===== src/rtl/muldiv_sequencer_if.sv =====
// Request/response bundle between the EX stage and the iterative MUL/DIV/REM sequencer.
interface muldiv_sequencer_if #(
    parameter int WIDTH = 32
);
    logic             start;
    logic [2:0]       funct3;
    logic [WIDTH-1:0] op_a;
    logic [WIDTH-1:0] op_b;
    logic             flush;
    logic             ready;
    logic             busy;
    logic             done;
    logic [WIDTH-1:0] result;

    modport master (
        output start, funct3, op_a, op_b, flush,
        input  ready, busy, done, result
    );

    modport slave (
        input  start, funct3, op_a, op_b, flush,
        output ready, busy, done, result
    );
endinterface


===== src/rtl/muldiv_sequencer.sv =====
// Iterative RV32M MUL/DIV/REM sequencer: one shift-add or restoring-subtract step per cycle.
// Optional MULDIV_EARLY_OUT_EN: divide-by-zero, signed overflow and zero-operand multiplies skip CALC.
module muldiv_sequencer #(
    parameter int WIDTH = 32
) (
    input logic               clk,
    input logic               rst_n,
    muldiv_sequencer_if.slave bus
);
    localparam int CW = $clog2(WIDTH);

    typedef enum logic [1:0] {IDLE, CALC, FIX, DONE} state_t;

    state_t             state;
    logic [CW-1:0]      count;
    logic [2:0]         op;
    logic               sign_a;
    logic               sign_b;
    logic               div_zero;
    logic [WIDTH-1:0]   opnd;
    logic [2*WIDTH-1:0] acc;
    logic [WIDTH-1:0]   result_q;

    // Request decode: magnitudes and sign flags of the incoming operands.
    logic               a_signed, b_signed, in_sign_a, in_sign_b, in_div, in_div_zero;
    logic [WIDTH-1:0]   mag_a, mag_b;
    logic               early;
    logic [2*WIDTH-1:0] acc_init;

    always_comb begin
        in_div      = bus.funct3[2];
        a_signed    = (bus.funct3 == 3'b001) || (bus.funct3 == 3'b010) ||
                      (bus.funct3 == 3'b100) || (bus.funct3 == 3'b110);
        b_signed    = (bus.funct3 == 3'b001) || (bus.funct3 == 3'b100) || (bus.funct3 == 3'b110);
        in_sign_a   = a_signed && bus.op_a[WIDTH-1];
        in_sign_b   = b_signed && bus.op_b[WIDTH-1];
        mag_a       = in_sign_a ? -bus.op_a : bus.op_a;
        mag_b       = in_sign_b ? -bus.op_b : bus.op_b;
        in_div_zero = in_div && (bus.op_b == '0);
        early       = 1'b0;
        acc_init    = {{WIDTH{1'b0}}, mag_a};
`ifdef MULDIV_EARLY_OUT_EN
        // Preload the accumulator with exactly what the full iteration would leave behind.
        if (in_div_zero) begin
            early    = 1'b1;
            acc_init = {mag_a, {WIDTH{1'b1}}};
        end else if (in_div && !bus.funct3[0] && bus.op_a == {1'b1, {(WIDTH-1){1'b0}}} &&
                     bus.op_b == '1) begin
            early    = 1'b1;
            acc_init = {{WIDTH{1'b0}}, 1'b1, {(WIDTH-1){1'b0}}};
        end else if (!in_div && (bus.op_a == '0 || bus.op_b == '0)) begin
            early    = 1'b1;
            acc_init = '0;
        end
`endif
    end

    // One iteration: accumulator high half is the partial product or the running remainder.
    logic [WIDTH:0]     mul_sum;
    logic [WIDTH:0]     trial;
    logic [WIDTH:0]     trial_diff;
    logic [2*WIDTH-1:0] acc_step;

    always_comb begin
        mul_sum    = {1'b0, acc[2*WIDTH-1:WIDTH]} + (acc[0] ? {1'b0, opnd} : '0);
        trial      = {acc[2*WIDTH-1:WIDTH], acc[WIDTH-1]};
        trial_diff = trial - {1'b0, opnd};
        if (!op[2]) begin
            acc_step = {mul_sum, acc[WIDTH-1:1]};
        end else if (trial >= {1'b0, opnd}) begin
            acc_step = {trial_diff[WIDTH-1:0], acc[WIDTH-2:0], 1'b1};
        end else begin
            acc_step = {trial[WIDTH-1:0], acc[WIDTH-2:0], 1'b0};
        end
    end

    // Sign correction and word selection.
    logic [2*WIDTH-1:0] prod;
    logic [WIDTH-1:0]   quo;
    logic [WIDTH-1:0]   rem;
    logic [WIDTH-1:0]   fix_val;

    always_comb begin
        prod = (sign_a ^ sign_b) ? -acc : acc;
        quo  = ((sign_a ^ sign_b) && !div_zero) ? -acc[WIDTH-1:0] : acc[WIDTH-1:0];
        rem  = sign_a ? -acc[2*WIDTH-1:WIDTH] : acc[2*WIDTH-1:WIDTH];
        case (op)
            3'b000:                 fix_val = prod[WIDTH-1:0];
            3'b001, 3'b010, 3'b011: fix_val = prod[2*WIDTH-1:WIDTH];
            3'b100, 3'b101:         fix_val = quo;
            default:                fix_val = rem;
        endcase
    end

    // NOTE: the reset is synchronous and clears the datapath registers too, so a reset
    // mid-operation leaves nothing stale behind for the next request.
    always_ff @(posedge clk) begin
        if (!rst_n) begin
            state    <= IDLE;
            count    <= '0;
            op       <= '0;
            sign_a   <= 1'b0;
            sign_b   <= 1'b0;
            div_zero <= 1'b0;
            opnd     <= '0;
            acc      <= '0;
            result_q <= '0;
        end else if (bus.flush) begin
            state <= IDLE;
        end else begin
            case (state)
                IDLE: begin
                    if (bus.start) begin
                        op       <= bus.funct3;
                        sign_a   <= in_sign_a;
                        sign_b   <= in_sign_b;
                        div_zero <= in_div_zero;
                        opnd     <= mag_b;
                        acc      <= acc_init;
                        count    <= CW'(WIDTH - 1);
                        state    <= early ? FIX : CALC;
                    end
                end
                CALC: begin
                    acc <= acc_step;
                    if (count == '0) state <= FIX;
                    else             count <= count - 1'b1;
                end
                FIX: begin
                    result_q <= fix_val;
                    state    <= DONE;
                end
                DONE:    state <= IDLE;
                default: state <= IDLE;
            endcase
        end
    end

    assign bus.ready  = (state == IDLE);
    assign bus.busy   = (state == CALC) || (state == FIX);
    assign bus.done   = (state == DONE);
    assign bus.result = result_q;
endmodule


===== src/flat_wrapper.sv =====
// flat-port wrapper written by rule: the top's interface ports become plain ports
module muldiv_sequencer_flat 
#(
    parameter int WIDTH = 32
)
  (clk, rst_n, bus_start, bus_funct3, bus_op_a, bus_op_b, bus_flush, bus_ready, bus_busy, bus_done, bus_result);
  muldiv_sequencer_if #(.WIDTH(WIDTH)) bus_i ();
  input logic clk;
  input logic rst_n;
  input wire logic [$bits(bus_i.start)-1:0] bus_start;
  input wire logic [$bits(bus_i.funct3)-1:0] bus_funct3;
  input wire logic [$bits(bus_i.op_a)-1:0] bus_op_a;
  input wire logic [$bits(bus_i.op_b)-1:0] bus_op_b;
  input wire logic [$bits(bus_i.flush)-1:0] bus_flush;
  output wire logic [$bits(bus_i.ready)-1:0] bus_ready;
  output wire logic [$bits(bus_i.busy)-1:0] bus_busy;
  output wire logic [$bits(bus_i.done)-1:0] bus_done;
  output wire logic [$bits(bus_i.result)-1:0] bus_result;
  assign bus_i.start = bus_start;
  assign bus_i.funct3 = bus_funct3;
  assign bus_i.op_a = bus_op_a;
  assign bus_i.op_b = bus_op_b;
  assign bus_i.flush = bus_flush;
  assign bus_ready = bus_i.ready;
  assign bus_busy = bus_i.busy;
  assign bus_done = bus_i.done;
  assign bus_result = bus_i.result;
  muldiv_sequencer #(.WIDTH(WIDTH)) u_core (.clk(clk), .rst_n(rst_n), .bus(bus_i));
endmodule

===== config.mk =====
export PLATFORM = sky130hd
export DESIGN_NAME = muldiv_sequencer_flat
export DESIGN_NICKNAME = d
export VERILOG_FILES = /design/src/rtl/muldiv_sequencer_if.sv /design/src/rtl/muldiv_sequencer.sv /design/src/flat_wrapper.sv
export SDC_FILE = /design/constraint.sdc
export NUM_CORES = 1
export LEC_CHECK = 0
export BUFFER_PORTS_ARGS = -buffer_cell sky130_fd_sc_hd__buf_2
export CAP_MARGIN = 20
export CORE_MARGIN = 2
export CORE_UTILIZATION = 50
export CTS_BUF_LIST = sky130_fd_sc_hd__clkbuf_8 sky130_fd_sc_hd__clkbuf_16
export DETAILED_ROUTE_END_ITERATION = 8
export HOLD_SLACK_MARGIN = 0.12
export PLACE_DENSITY = 0.68
export SYNTH_ARGS = -nofsm -noshare
export SYNTH_HDL_FRONTEND = slang
export SYNTH_SLANG_ARGS = --single-unit

===== constraint.sdc =====
create_clock -name clk -period 3.7 [get_ports clk]
set_input_delay 0.555 -clock clk [delete_from_list [all_inputs] [get_ports clk]]
set_output_delay 0.555 -clock clk [all_outputs]
set_load 0.005 [all_outputs]

==> summary.md <==
| Metric | Value |
|---|---|
| Final Setup Violations | 0 |
| Synth Flop Type | dfxtp_1 |
| Seq. cell area | 2830 um^2 |
| Ys Warns | 0 |
| Async SR Flop Fraction | 0% |
| # rows | 60 |
| Top cells by area, synth | dfxtp_1, ha_1, xnor2_1, a21oi_1, xor2_1 |
| CP Buf/Inv Count | 2 |
| # DRC | 0 |
| Nets@finish | 2127 |
| CP most frequent cell | inv_1 |
| Yosys top cell by area | dfxtp_1 |
| I/O Pins | 106 |
| # hold bufs at CTS | 0 |
| Syn Nets | 2032 |
| Worst setup EP type | flip-flop |
| Dpl hpwl | 35.4 mm |
| VDD IR-drop max | 0.260 mV |
| TritonCTS clock tree | done |
| Multi-input gate area | 10100 um^2 |
| Post-Syn Instances | 1885 |
| EDFF count, synth | 0 |
| Area Growth Syn to Fin | 14.1% |
| Fmax achieved | 282 MHz |
| Slowest CP cell | fa_1 |
| GPL Wtd Cong | 0.976 |
| Antenna cells | 0 |
| CP Data Arrival Time | 3.90 ns |
| Pwr/cell area | 317 nW/um^2 |
| Setup TNS | 0 ns |
| Measured slew at the worst slew-check pin | 0.994 ns |
| Tot Pwr | 4.93 mW |
| Initial antenna violation count | 0 |
| Synthesized flop and latch total | 141 |
| Critical Path Max Stage Delay | 0.44 ns |
| DP Worst Slack | -0.222 ns |
| Syn_area_per_cell | 7.24 um^2 |
| Fin crit share | 95.7% |
| Die area | 28600 um^2 |
| Clock skew | 0.0162 ns |
| Grt peak-use layer | met2 |
| Fraction of layout cells with a size suffix above 1 | 14.9% |
| Setup crit start kind | flip-flop |
| Run status | finished, final reports clean |
| Total grt overflow | 0 |
| Post-layout minimum cycle time | 3.54 ns |
| Crit-path cells | inv_1 > ha_1 > inv_1 > fa_1 > a211oi_1 > o21bai_1 > a21oi_1 > o221ai_1 > a311oi_2 > o31ai_2 > nor4b_1 > a2111o_1 > o311ai_0 > o21ai_0 |
| Worst Path Required | 4.06 ns |
| Fillers | 2550 |
| Pre-antenna DRT Iters | 7 |
| Routed vias | 14700 |
| Largest net degree at the start of global routing | 82 |
| Grt met2 use | 47.3% |
| Port bufs | 105 |
| CTS clock-pin slew for the worst setup and hold paths | 0.07 ns |
| M3 GR Usage | 6.09% |
| Final WS setup | 0.158 ns |
| Family with the most delay on the worst path | compound AO/OA/AOI/OAI gates |
| Die width | 169 um |
| HP Class | input port to flip-flop |
| CP Max Fanout | 5 |
| Routing usage on met1 | 46.8% |
| Worst-case clock buffer depth | 2 |
| Area of the core | 26900 um^2 |
| Level count of the clock H-tree | 4 |
| Clock Latency Late Sink | 0.44 ns |
| Starting Density | 50.8% |
| Critical path class | flip-flop to flip-flop |
| Final wirelength | 47.0 mm |
| Vias in the first global route | 13500 |
| Final-report hold violation count | 0 |
| Height of the die | 169 um |
| Global-route wire length before repair | 73.9 mm |
| Leak | 6.51 nW |
| Vias per inst | 6.29 |
| Sink Count | 141 |
| Routed len/inst | 20.1 um |
| Slew margin rel. | 33.7% |
| Final Max Slew Viols | 0 |
| Total track usage | 32.3% |
| Cell Area, Synth | 13700 um^2 |
| TritonCTS Buffers | 17 |
| Synth unique cells | 88 |
| Synth top area share | 20.7% |
| CTS Root Cell | clkbuf_16 |
| DRT iter0 DRCs | 1500 |
| Max-Cap Viols | 0 |
| Routed Antenna Nets | 0 |
| Sequential area share after synthesis | 20.7% |
## Yosys cell counts (all sizes together), types with 35 or more instances
cell	count
nand2	194
nor3	40
xnor2	105
dfxtp	141
o21ai	140
a21oi	184
ha	74
o211ai	40
inv	74
xor2	87
nor2	192
a211oi	35
clkbuf	120
a21o	36
mux2i	50
## kinds of logic after synthesis
family | synth area share (%)
buffers and inverters | 6.06
AND/OR/NAND/NOR | 20.5
AO/OA/AOI/OAI | 29.7
multiplexers | 3.75
XOR/XNOR | 12.3
flip-flops | 20.7
adder cells (fa/ha/maj) | 7.08
## power by group
part           switching [mW]  internal, mW
clock                   0.789          1.10
sequential             0.0837          1.58
combinational           0.855         0.528
## metal layers
layer | up-vias | wire (um)
li1 | 7004 | -
met1 | 6804 | 21000
met2 | 752 | 19300
met3 | 125 | 4950
met4 | 0 | 1790
met5 | - | 0
## state kept, by name (all words and copies together), names as in the netlist
register,count
u_core.opnd,32
u_core.bus.result,32
u_core.sign_a,1
u_core.div_zero,1
u_core.state,2
u_core.sign_b,1
u_core.op,3
u_core.count,5
u_core.acc,64
## final cells by class
cell class	count	area share (%)
multi-input cells	1532	64.7
inverters	74	1.81
flip-flops and latches	141	18.1
clock buffers	18	2.82
repair inverters	1	0.0321
well taps	341	2.74
repair buffers	213	8.60
clock inverters	14	1.16
## tightest hold or removal path, stage by stage
cell     delay [ns]
buf_2          0.13
nand2_1        0.06
a21oi_1        0.06
## cell usage in the layout, fill, tap and decap left out, types with 5 or more instances in the layout
cell	Yosys	routed
a211oi_1	35	35
a21o_1	36	36
a21oi_1	183	182
a221oi_1	6	6
a22o_1	16	16
a22oi_1	18	18
a311oi_1	10	9
a31oi_1	22	22
and2_1	6	6
and3_1	13	13
and4_1	5	5
buf_2	9	105
buf_4	1	107
clkbuf_16	0	17
dfxtp_1	141	139
ha_1	74	73
inv_1	73	72
mux2i_1	50	50
nand2_1	192	192
nand2b_1	17	17
nand3_1	29	29
nand4_1	5	5
nor2_1	192	190
nor2b_1	11	10
nor3_1	37	37
nor4_1	14	13
o211ai_1	40	40
o21ai_0	132	129
o21ai_1	8	11
o21bai_1	7	7
o221ai_1	18	18
o31ai_1	26	24
o41ai_1	7	7
or3_1	25	25
xnor2_1	105	104
xor2_1	87	86
## path summary, 6_finish.rpt
kind	end	startpoint	cells after the start	slack [ns]
setup / recovery	u_core.acc[62]	u_core.acc[31]	14	0.16
hold reg to reg	u_core.bus.result[24]	u_core.bus.result[24]	2	0.44
hold / removal	u_core.op[2]	bus_funct3[2]	3	0.41
setup reg to reg	u_core.acc[62]	u_core.acc[31]	14	0.16
## stage by stage
step	hold slack [ns]	util, %	instance area [um^2]	instances
2_1_floorplan	0.432	-	13700	1885
3_3_place_gp	0.431	55.2	14800	2292
3_5_place_dp	0.434	55.2	14800	2292
4_1_cts	0.398	57.5	15500	2324
5_1_grt	0.426	58.0	15600	2334
6_report	0.409	58.0	15600	2334
## repair_timing
action	CTS	global route
setup endpoints to repair	4	32
buffers inserted	0	9
pin swaps	0	3
cloned	0	1
resized for setup	2	12
(Power assumes the default switching activity.)
